==> src/rtl/token_ring_ctrl.sv <==
// Token-ring pointer controller: one token in a DEPTH-cell ring,
// multi-cell advance with lap parity, stall and illegal-step flags.
module token_ring_ctrl #(
  parameter int DEPTH = 8,
  parameter int INIT_POS = 0,
  parameter int STEP_W = $clog2(DEPTH + 1),
  localparam int PTR_W = $clog2(DEPTH)
) (
  input  logic              clk,
  input  logic              reset,
  input  logic              enable,
  input  logic              init,
  input  logic              hold,
  input  logic              adv,
  input  logic [STEP_W-1:0] step,
  output logic [DEPTH-1:0]  tok,
  output logic [DEPTH-1:0]  tok_gated,
  output logic [PTR_W-1:0]  ptr,
  output logic              lap,
  output logic              active,
  output logic              wrap,
  output logic              stall,
  output logic              step_err
);

  localparam int SUM_W = PTR_W + 1;

  typedef enum logic {
    EMPTY = 1'b0,
    RUN   = 1'b1
  } state_e;

  state_e            state_q, state_d;
  logic [PTR_W-1:0]  ptr_q, ptr_d;
  logic [DEPTH-1:0]  tok_q, tok_d;
  logic              lap_q, lap_d;
  logic              wrap_q, wrap_d;
  logic              step_err_q, step_err_d;
  logic [SUM_W-1:0]  sum;
  logic              step_bad;

  // Max sum is 2*DEPTH-1, which always fits in PTR_W+1 bits.
  assign sum = {1'b0, ptr_q} + SUM_W'(step);
  assign step_bad = 32'(step) > DEPTH;

  always_comb begin
    state_d    = state_q;
    ptr_d      = ptr_q;
    tok_d      = tok_q;
    lap_d      = lap_q;
    wrap_d     = 1'b0;
    step_err_d = 1'b0;
    if (!enable) begin
      state_d = state_q;
    end else if (init) begin
      state_d = RUN;
      ptr_d   = PTR_W'(INIT_POS);
      lap_d   = 1'b0;
      tok_d   = '0;
      tok_d[ptr_d] = 1'b1;
    end else if (state_q == RUN && !hold && adv) begin
      if (step_bad) begin
        step_err_d = 1'b1;
      end else begin
        if (sum >= SUM_W'(DEPTH)) begin
          ptr_d  = PTR_W'(sum - SUM_W'(DEPTH));
          lap_d  = ~lap_q;
          wrap_d = 1'b1;
        end else begin
          ptr_d  = PTR_W'(sum);
        end
        tok_d = '0;
        tok_d[ptr_d] = 1'b1;
      end
    end
  end

  always_ff @(posedge clk) begin
    if (reset) begin
      state_q    <= EMPTY;
      ptr_q      <= '0;
      tok_q      <= '0;
      lap_q      <= 1'b0;
      wrap_q     <= 1'b0;
      step_err_q <= 1'b0;
    end else begin
      state_q    <= state_d;
      ptr_q      <= ptr_d;
      tok_q      <= tok_d;
      lap_q      <= lap_d;
      wrap_q     <= wrap_d;
      step_err_q <= step_err_d;
    end
  end

  assign tok      = tok_q;
  assign ptr      = ptr_q;
  assign lap      = lap_q;
  assign active   = (state_q == RUN);
  assign wrap     = wrap_q;
  assign step_err = step_err_q;

  assign tok_gated = (enable && !hold && active) ? tok_q : '0;
  assign stall = adv & enable & ~init & (hold | ~active);

endmodule

==> config.mk <==
export PLATFORM = sky130hd
export DESIGN_NAME = token_ring_ctrl
export DESIGN_NICKNAME = d
export VERILOG_FILES = /design/src/rtl/token_ring_ctrl.sv
export SDC_FILE = /design/constraint.sdc
export NUM_CORES = 1
export LEC_CHECK = 0
export BUFFER_PORTS_ARGS = -buffer_cell sky130_fd_sc_hd__buf_4
export CAP_MARGIN = 20
export CORE_MARGIN = 8
export CORE_UTILIZATION = 50
export DETAILED_ROUTE_END_ITERATION = 7
export PLACE_DENSITY = 0.83
export SLEW_MARGIN = 20
export SYNTH_ARGS = -nofsm -noshare
export SYNTH_HDL_FRONTEND = slang
export SYNTH_SLANG_ARGS = --single-unit
==> constraint.sdc <==
create_clock -name clk -period 3.85 [get_ports clk]
set_clock_uncertainty 0.05 [all_clocks]
set_input_delay 0.1925 -clock clk [delete_from_list [all_inputs] [get_ports clk]]
set_output_delay 0.1925 -clock clk [all_outputs]
set_load 0.005 [all_outputs]
==> flow_metrics.env, run 1 <==
export IMPL_status="finished clean"
export IMPL_insertion_delay_ps=290
export IMPL_async_reset_ff_share_pct=0
export IMPL_clk_path_buf_depth=2
export IMPL_drc=0
export IMPL_clock_tree_root="sky130_fd_sc_hd__clkbuf_4"
export IMPL_maxCapViolCount=0
export IMPL_syn_nets=110
export IMPL_critical_path_arrival_ps=2060
export IMPL_netlist_cell_type_count=29
export IMPL_via_count_of_the_first_global_routing_pass=836
export IMPL_synth_main_ff_cell="sky130_fd_sc_hd__dfxtp_1"
export IMPL_crit_path_top_delay_cell="sky130_fd_sc_hd__fa_1"
export IMPL_wl_um=2260
export IMPL_syn_to_final_growth_pct=32.3
export IMPL_design_portCount=34
export IMPL_initial_utilization_pct=54.4
export IMPL_firstDrtPassIters=4
export IMPL_cts_resized=0
export IMPL_post_drt_via_cell_ratio=5.65
export IMPL_yosysWarningCount=0
export IMPL_tightestPinTransition_ps=662
export IMPL_cts_setup_buffers=0
export IMPL_ys_seq_area_share_pct=36.3
export IMPL_avgRoutedWirePerCell_um=15.7
export IMPL_via_count=813
export IMPL_max_slew_margin_pct=55.9
export IMPL_static_leakage_power_uw=0.000520
export IMPL_min_delay_path_class="in -> reg"
export IMPL_maximum_clock_frequency_ghz=0.527
export IMPL_setup_total_negative_slack_ps=0
export IMPL_cts_tree="done"
export IMPL_ir_worst_vdd_v=0.000189
export IMPL_antenna_found_initial=0
export IMPL_layout_cells_most_common_list="sky130_fd_sc_hd__buf_4, sky130_fd_sc_hd__dfxtp_1, sky130_fd_sc_hd__nand3_1"
export IMPL_classification_of_the_worst_setup_path="reg -> reg"
export IMPL_drt_first_iter_violations=18
export IMPL_timing_final_setup_violations=0
export IMPL_clk_transition_reported_paths_ps=90
export IMPL_synthesis_area_um2=828
export IMPL_gp_congestion=0.834
export IMPL_grt_overflow_total=0
export IMPL_ys_seq_elements=15
export IMPL_hold_buffers=0
export IMPL_rsz0062_at_grt="no"
export IMPL_critical_path_cell_chain="ha_1 -> inv_1 -> fa_1 -> xnor2_1 -> nand4_1 -> o21ai_0"
export IMPL_ctsHtreeMaxLevel=1
export IMPL_syn_inst=96
export IMPL_finalNetCount=143
export IMPL_global_route_wire_length_before_repair_um=3800
export IMPL_final_fill_count=129
export IMPL_antenna_diode_count=0
export IMPL_timing_final_crit_share_pct=49.3
export IMPL_timing_critical_path_required_ps=4010
export IMPL_cp_end_kind="flip-flop"
export IMPL_fp_dieW_um=56.7
export IMPL_final_period_minus_worst_setup_slack_ps=1900
export IMPL_postLayoutCellArea_um2=1100
export IMPL_critical_path_startpoint_type="flip-flop"
export IMPL_final_max_slew_viol_count=0
export IMPL_final_hold_violation_count=0
export IMPL_place_port_buffers=33
export IMPL_cts_inserted_buffers=3
export IMPL_fin_cells=144
export IMPL_drive_above_1_share_pct=32.0
export IMPL_powerDensity_nw_per_um2=263
export IMPL_core_rowCount=14
export IMPL_placed_cell_area_um2=1070
export IMPL_synth_edff_count=0
export IMPL_place_hpwl_um=1780
export IMPL_clkSinkCount=15
export IMPL_syn_area_per_cell_um2=8.63
export IMPL_core_area_um2=1520
export IMPL_critical_path_max_stage_delay_ps=410
export IMPL_grt_use_total_pct=14.2
export IMPL_dp_cells=140
export IMPL_die_h_um=56.7
export IMPL_dieArea_um2=3210
export IMPL_grt_max_degree=20
export IMPL_drtAntennaViolNets=0
export IMPL_mostFrequentLayoutCell="sky130_fd_sc_hd__buf_4"
export IMPL_cp_max_fo=5
[layout make-up]
class,instances,area [um2],area share [%]
inverters,3,11.3,1.03
flip-flops and latches,15,300,27.4
well taps,16,20.0,1.83
repair buffers,33,248,22.6
multi-input cells,73,490,44.7
clock buffers,4,26.3,2.40
[Yosys cell counts (3+ instances only)]
cell,number,area share [%]
sky130_fd_sc_hd__dfxtp_1,15,36
sky130_fd_sc_hd__nand3_1,13,7.9
sky130_fd_sc_hd__a21oi_1,8,4.8
sky130_fd_sc_hd__and3_1,8,6.0
sky130_fd_sc_hd__nand2_1,7,3.2
sky130_fd_sc_hd__nor2_1,7,3.2
sky130_fd_sc_hd__clkbuf_1,4,1.8
sky130_fd_sc_hd__ha_1,3,4.5
sky130_fd_sc_hd__inv_1,3,1.4
sky130_fd_sc_hd__o21ai_0,3,1.8
[state kept, by name, summed over array words and instances (netlist names)]
register	cells
wrap	1
step_err	1
lap	1
active	1
tok	8
ptr	3
[report_power, final]
| group | total [uW] | switching, uW | internal, uW |
|---|---|---|---|
| Sequential | 158 | 1.28 | 157 |
| Clock | 90.1 | 49.8 | 40.3 |
| Combinational | 40.3 | 23.8 | 16.4 |
[worst paths after layout]
| kind | start | end | slack (ps) | cells past startpoint |
|---|---|---|---|---|
| max | ptr[0]$_SDFFE_PP0P_ | tok[5]$_SDFFE_PP0P_ | 1950 | 6 |
| min | reset | tok[2]$_SDFFE_PP0P_ | 70 | 2 |
| max reg2reg | ptr[0]$_SDFFE_PP0P_ | tok[5]$_SDFFE_PP0P_ | 1950 | 6 |
| min reg2reg | lap$_SDFFE_PP0P_ | lap$_SDFFE_PP0P_ | 430 | 2 |
[metrics by stage]
stage / hold WS [ps] / power (uW) / setup slack [ps] / util (%)
global route: 72.5 / 300 / 1750 / 71.9
global placement: 370 / 200 / 2110 / 70.2
floorplan: 292 / 183 / 2170 / -
finish: 71.2 / 288 / 1950 / 71.9
detailed placement: 377 / 202 / 2000 / 70.2
CTS: 72.3 / 289 / 1960 / 71.9
[critical path: cells and delay by family, from the launching register on]
kind                     cells  cell delay, ps
XOR/XNOR                     1             400
adder cells (fa/ha/maj)      2             600
AO/OA/AOI/OAI                1             160
flip-flops                   1             400
AND/OR/NAND/NOR              1             160
buffers and inverters        1              50
[logic make-up (layout without fill, tap and decap cells)]
group	after synthesis	after routing	share of synthesized area [%]
compound gates	18	18	17.1
xor+xnor	3	3	3.17
fa+ha+maj	4	4	6.95
buf+inv	8	40	4.53
flops	15	15	36.3
mux	2	2	2.42
simple gates	46	46	29.6
[metal layers]
layer	up-vias	part of all wire, %	global-route usage, %
met5	-	0	0
met4	0	1.0	3.78
met3	2	7.3	7.87
met2	20	52	24.3
met1	381	39	14.4
li1	410	-	-
Power figures use the tool's default switching activity.
==> run 2: changes to the inputs <==
Settings changed: CORE_UTILIZATION 50 to 46, PLACE_DENSITY 0.83 to 0.77.
Clock period 3.85 ns to 1.9 ns, I/O delays scaled along.
==> flow_metrics.env, run 2 (synthesis gave the netlist of run 1 again) <==
export IMPL_grt_max_degree=20
export IMPL_via_count_of_the_first_global_routing_pass=792
export IMPL_ctsHtreeMaxLevel=1
export IMPL_worst_path_dominant_cell_family="adder cells"
export IMPL_clock_tree_root="sky130_fd_sc_hd__clkbuf_4"
export IMPL_hold_end="ptr[1]$_SDFFE_PP0P_"
export IMPL_ir_worst_vdd_v=0.000538
export IMPL_final_period_minus_worst_setup_slack_ps=1820
export IMPL_dp_slack_ps=104
export IMPL_via_count=821
export IMPL_critical_path_max_stage_delay_ps=470
export IMPL_netSwitchingPower_uw=160
export IMPL_clock_power_share_pct=31.8
export IMPL_ff2ff_setup_slack_ps=80
export IMPL_syn_to_final_growth_pct=37.6
export IMPL_clkSinkCount=15
export IMPL_status="finished clean"
export IMPL_antenna_diode_count=0
export IMPL_fp_dieW_um=58.4
export IMPL_drt_first_iter_violations=14
export IMPL_tightestPinTransition_ps=496
export IMPL_min_delay_path_class="in -> reg"
export IMPL_portion_of_total_power_attributed_to_combinational_logic_pct=14.5
export IMPL_firstDrtPassIters=4
export IMPL_insertion_delay_ps=290
export IMPL_r2r_start="ptr[0]$_SDFFE_PP0P_"
export IMPL_drtAntennaViolNets=0
export IMPL_number_of_instances_on_the_worst_hold_path=2
export IMPL_mostFrequentLayoutCell="sky130_fd_sc_hd__buf_4"
export IMPL_avgRoutedWirePerCell_um=14.2
export IMPL_power_uw=597
export IMPL_static_leakage_power_uw=0.000538
export IMPL_gp_congestion=0.832
export IMPL_post_drt_via_cell_ratio=5.30
export IMPL_place_port_buffers=33
export IMPL_r2r_end="tok[0]$_SDFFE_PP0P_"
export IMPL_max_slew_margin_pct=66.8
export IMPL_classification_of_the_worst_setup_path="reg -> reg"
export IMPL_finalNetCount=145
export IMPL_internal_power_uw=437
export IMPL_worst_r2r_path_depth=7
export IMPL_maximum_clock_frequency_ghz=0.551
export IMPL_grt_use_total_pct=12.6
export IMPL_holdCritStartpoint="init"
export IMPL_rsz0062_at_grt="yes"
export IMPL_core_area_um2=1710
export IMPL_critical_path_arrival_ps=1960
export IMPL_cts_inserted_buffers=3
export IMPL_global_route_wire_length_before_repair_um=3410
export IMPL_final_hold_violation_count=0
export IMPL_fin_worst_hold_slack_ps=22.1
export IMPL_core_rowCount=15
export IMPL_drc=0
export IMPL_initial_utilization_pct=48.5
export IMPL_wl_um=2200
export IMPL_critical_path_cell_chain="ha_1 -> inv_1 -> fa_1 -> xor2_2 -> nand2_1 -> nor2_1 -> o31a_1"
export IMPL_power_share_switching_pct=26.8
export IMPL_place_hpwl_um=1610
export IMPL_maxCapViolCount=0
export IMPL_clk_transition_reported_paths_ps=90
export IMPL_dieArea_um2=3410
export IMPL_clk_path_buf_depth=2
export IMPL_timing_final_crit_share_pct=95.6
export IMPL_grt_overflow_total=0
export IMPL_timing_final_setup_violations=0
export IMPL_largest_register_ffs=8
export IMPL_cp_end_kind="flip-flop"
export IMPL_critical_path_buf_inv_count=1
export IMPL_cts_tree="done"
export IMPL_design_portCount=34
export IMPL_crit_path_top_delay_cell="sky130_fd_sc_hd__fa_1"
export IMPL_final_max_slew_viol_count=0
export IMPL_antenna_found_initial=0
export IMPL_timing_critical_path_required_ps=2040
export IMPL_worst_slack_ps=84.3
export IMPL_die_h_um=58.4
export IMPL_cp_max_fo=3
export IMPL_cts_setup_buffers=0
export IMPL_drive_above_1_share_pct=33.8
export IMPL_final_fill_count=140
export IMPL_powerDensity_nw_per_um2=523
export IMPL_critical_path_startpoint_type="flip-flop"
export IMPL_share_seq_of_total_power_pct=53.7
export IMPL_layout_cells_most_common_list="sky130_fd_sc_hd__buf_4, sky130_fd_sc_hd__dfxtp_1, sky130_fd_sc_hd__nand3_1"
==> run 2: changes by cell type in the layout (fill, tap and decap cells not counted), sizes merged <==
cell / before / now
buf: 33 / 34
dlygate4sd3: 0 / 1
==> run 2: cell type report <==
class	instances	area (um2)	area share, %
repair buffers	35	265	23.3
clock buffers	4	26.3	2.31
flip-flops and latches	15	300	26.3
well taps	25	31.3	2.74
multi-input cells	73	505	44.3
inverters	3	11.3	0.988
==> run 2: power groups by stage <==
stage / registers (uW) / clock network, uW / logic (uW)
floorplan: 328 / 0 / 43.6
global placement: 327 / 0 / 80.6
detailed placement: 328 / 0 / 81.3
CTS: 320 / 191 / 84.0
global route: 321 / 201 / 94.3
finish: 320 / 190 / 86.6
==> run 2: worst max-delay path by stage <==
stage | endpoint | startpoint | slack (ps) | cells after the start
3_3_place_gp | tok[5]$_SDFFE_PP0P_ | ptr[0]$_SDFFE_PP0P_ | 140 | 6
4_1_cts | tok[5]$_SDFFE_PP0P_ | ptr[0]$_SDFFE_PP0P_ | 40 | 6
5_1_grt | tok[5]$_SDFFE_PP0P_ | ptr[0]$_SDFFE_PP0P_ | -9 | 6
3_5_place_dp | tok[5]$_SDFFE_PP0P_ | ptr[0]$_SDFFE_PP0P_ | 100 | 6
6_report | tok[0]$_SDFFE_PP0P_ | ptr[0]$_SDFFE_PP0P_ | 80 | 7
2_1_floorplan | tok[0]$_SDFFE_PP0P_ | ptr[0]$_SDFFE_PP0P_ | 220 | 7
==> run 2: repair_timing <==
action | CTS | global route
gates resized for setup | 0 | 2
hold buffers | 1 | 0
setup endpoints to repair | 0 | 4
hold endpoints to repair | 5 | 0
==> run 2: per-stage QoR <==
stage / utilization, % / setup TNS, ps / std cells / cell area [um2]
final: 66.7 / 0 / 155 / 1140
after global routing: 66.7 / -22.4 / 155 / 1140
after CTS: 65.9 / 0 / 155 / 1120
after detailed placement: 63.7 / 0 / 150 / 1090
after global placement: 63.7 / 0 / 150 / 1090
after floorplan: - / 0 / 96 / 828
==> run 2: metal layers <==
metal / up-vias / routed length [um] / GRT usage, %
met5: - / 0 / 0
met4: 0 / 46 / 8.04
met3: 5 / 189 / 4.35
met2: 24 / 1050 / 21.1
met1: 376 / 906 / 13.2
li1: 416 / - / -
==> run 3: changes to the inputs <==
Settings changed: CAP_MARGIN 20 to 10, GPL_TIMING_DRIVEN set to 0.
==> flow_metrics.env, run 3 (synthesis gave the netlist of run 1 again) <==
export IMPL_critPathCapture="tok[0]$_SDFFE_PP0P_"
export IMPL_classification_of_the_worst_setup_path="reg -> reg"
export IMPL_clock_tree_root="sky130_fd_sc_hd__clkbuf_4"
export IMPL_drt_first_iter_violations=19
export IMPL_cts_inserted_buffers=3
export IMPL_grt_use_total_pct=13.6
export IMPL_place_port_buffers=31
export IMPL_avgRoutedWirePerCell_um=14.6
export IMPL_place_hpwl_um=1770
export IMPL_powerDensity_nw_per_um2=524
export IMPL_worst_r2r_path_depth=7
export IMPL_syn_to_final_growth_pct=36.9
export IMPL_mostFrequentLayoutCell="sky130_fd_sc_hd__buf_4"
export IMPL_hold_buffers=0
export IMPL_tightestPinTransition_ps=653
export IMPL_maximum_clock_frequency_ghz=0.569
export IMPL_cp_end_kind="flip-flop"
export IMPL_initial_utilization_pct=48.5
export IMPL_drtAntennaViolNets=0
export IMPL_ctsHtreeMaxLevel=1
export IMPL_antenna_found_initial=0
export IMPL_drive_above_1_share_pct=33.8
export IMPL_postLayoutCellArea_um2=1130
export IMPL_final_fill_count=140
export IMPL_grt_max_degree=11
export IMPL_timing_final_crit_share_pct=92.4
export IMPL_cts_tree="done"
export IMPL_firstDrtPassIters=4
export IMPL_gp_congestion=0.778
export IMPL_drc=0
export IMPL_critical_path_startpoint_type="flip-flop"
export IMPL_ir_worst_vdd_v=0.000325
export IMPL_routed_length_on_met2_um=1120
export IMPL_global_route_wire_length_before_repair_um=3660
export IMPL_post_drt_via_cell_ratio=5.43
export IMPL_die_h_um=58.4
export IMPL_clk_path_buf_depth=2
export IMPL_min_delay_path_class="in -> reg"
export IMPL_cp_max_fo=3
export IMPL_cts_setup_buffers=0
export IMPL_worst_slack_ps=144
export IMPL_via_count=841
export IMPL_clk_transition_reported_paths_ps=100
export IMPL_final_period_minus_worst_setup_slack_ps=1760
export IMPL_startpoint="ptr[0]$_SDFFE_PP0P_"
export IMPL_rsz0062_at_grt="no"
export IMPL_drt_met1_wl_um=891
export IMPL_max_slew_margin_pct=56.5
export IMPL_clkSinkCount=15
export IMPL_fp_dieW_um=58.4
export IMPL_largest_register_ffs=8
export IMPL_wl_um=2270
export IMPL_wl_met3_um=227
export IMPL_design_portCount=34
export IMPL_grt_overflow_total=0
export IMPL_final_hold_violation_count=0
export IMPL_finalNetCount=145
export IMPL_critical_path_arrival_ps=1890
export IMPL_setup_total_negative_slack_ps=0
export IMPL_layout_cells_most_common_list="sky130_fd_sc_hd__buf_4, sky130_fd_sc_hd__dfxtp_1, sky130_fd_sc_hd__nand3_1"
export IMPL_insertion_delay_ps=290
export IMPL_status="finished clean"
export IMPL_antenna_diode_count=0
export IMPL_static_leakage_power_uw=0.000531
export IMPL_dp_slack_ps=46.0
export IMPL_r2r_start="ptr[0]$_SDFFE_PP0P_"
export IMPL_dp_cells=152
export IMPL_r2r_end="tok[0]$_SDFFE_PP0P_"
export IMPL_core_area_um2=1710
export IMPL_final_max_slew_viol_count=0
export IMPL_timing_final_setup_violations=0
export IMPL_maxCapViolCount=0
export IMPL_core_rowCount=15
export IMPL_placed_cell_area_um2=1090
export IMPL_fin_cells=155
export IMPL_dieArea_um2=3410
export IMPL_routed_top_layer="met4"
export IMPL_ff2ff_setup_slack_ps=140
export IMPL_timing_critical_path_required_ps=2040
export IMPL_fin_worst_hold_slack_ps=58.4
export IMPL_via_count_of_the_first_global_routing_pass=838
[run 3: cell types whose count changed in the layout (fill, tap and decap cells not counted)]
cell and delta:
sky130_fd_sc_hd__buf_6 +1, sky130_fd_sc_hd__dlygate4sd3_1 -1, sky130_fd_sc_hd__clkbuf_1 +2, sky130_fd_sc_hd__buf_4 -3
sky130_fd_sc_hd__fa_2 +1, sky130_fd_sc_hd__fa_1 -1, sky130_fd_sc_hd__clkinv_2 +1
[run 3: per-layer routing]
metal  vias to the layer above  global-route usage (%)
li1                        411                       -
met1                       384                    14.1
met2                        41                    23.3
met3                         5                    5.87
met4                         0                    5.94
met5                         -                       0
[run 3: power by group]
| part | switching (uW) | leakage, uW | internal, uW |
|---|---|---|---|
| Clock | 111 | 0.0000177 | 78.3 |
| Sequential | 2.47 | 0.000121 | 318 |
| Combinational | 50.0 | 0.000392 | 33.8 |
| Total | 164 | 0.000531 | 430 |
[run 3: final cells by class]
class | instances | area, um2 | share of cell area [%]
multi-input combinational | 73 | 508 | 44.8
sequential | 15 | 300 | 26.5
timing repair buffer | 31 | 233 | 20.5
tap | 25 | 31.3 | 2.76
clock buffer | 3 | 22.5 | 1.99
buffer | 4 | 22.5 | 1.99
inverter | 3 | 11.3 | 0.993
clock inverter | 1 | 5.00 | 0.442
[run 3: worst min-delay path by stage]
| stage | from | to | slack [ps] | cells after the start |
|---|---|---|---|---|
| after CTS | step[3] | step_err$_SDFF_PP0_ | 60 | 3 |
| after detailed placement | step[3] | step_err$_SDFF_PP0_ | 360 | 3 |
| after floorplan | step[3] | step_err$_SDFF_PP0_ | 190 | 2 |
| after global routing | step[3] | step_err$_SDFF_PP0_ | 70 | 3 |
| after global placement | step[2] | step_err$_SDFF_PP0_ | 350 | 3 |
| final | step[3] | step_err$_SDFF_PP0_ | 60 | 3 |
[run 3: stage by stage]
stage               utilization [%]  power, uW
finish                         66.4        594
global route                   66.4        622
CTS                            65.6        596
detailed placement             64.0        408
global placement               64.0        405
floorplan                         -        371
[run 3: timing repair]
item,in CTS,in global routing
resized for setup,0,3
endpoints found under the setup margin,0,7
endpoints found under the hold margin,0,0
[run 3: critical path: stages (launching register included)]
cell and delay, ps:
sky130_fd_sc_hd__dfxtp_1 370, sky130_fd_sc_hd__ha_1 180, sky130_fd_sc_hd__inv_1 60, sky130_fd_sc_hd__fa_2 390
sky130_fd_sc_hd__xor2_2 220, sky130_fd_sc_hd__nand2_1 110, sky130_fd_sc_hd__nor2_1 40, sky130_fd_sc_hd__o31a_1 240
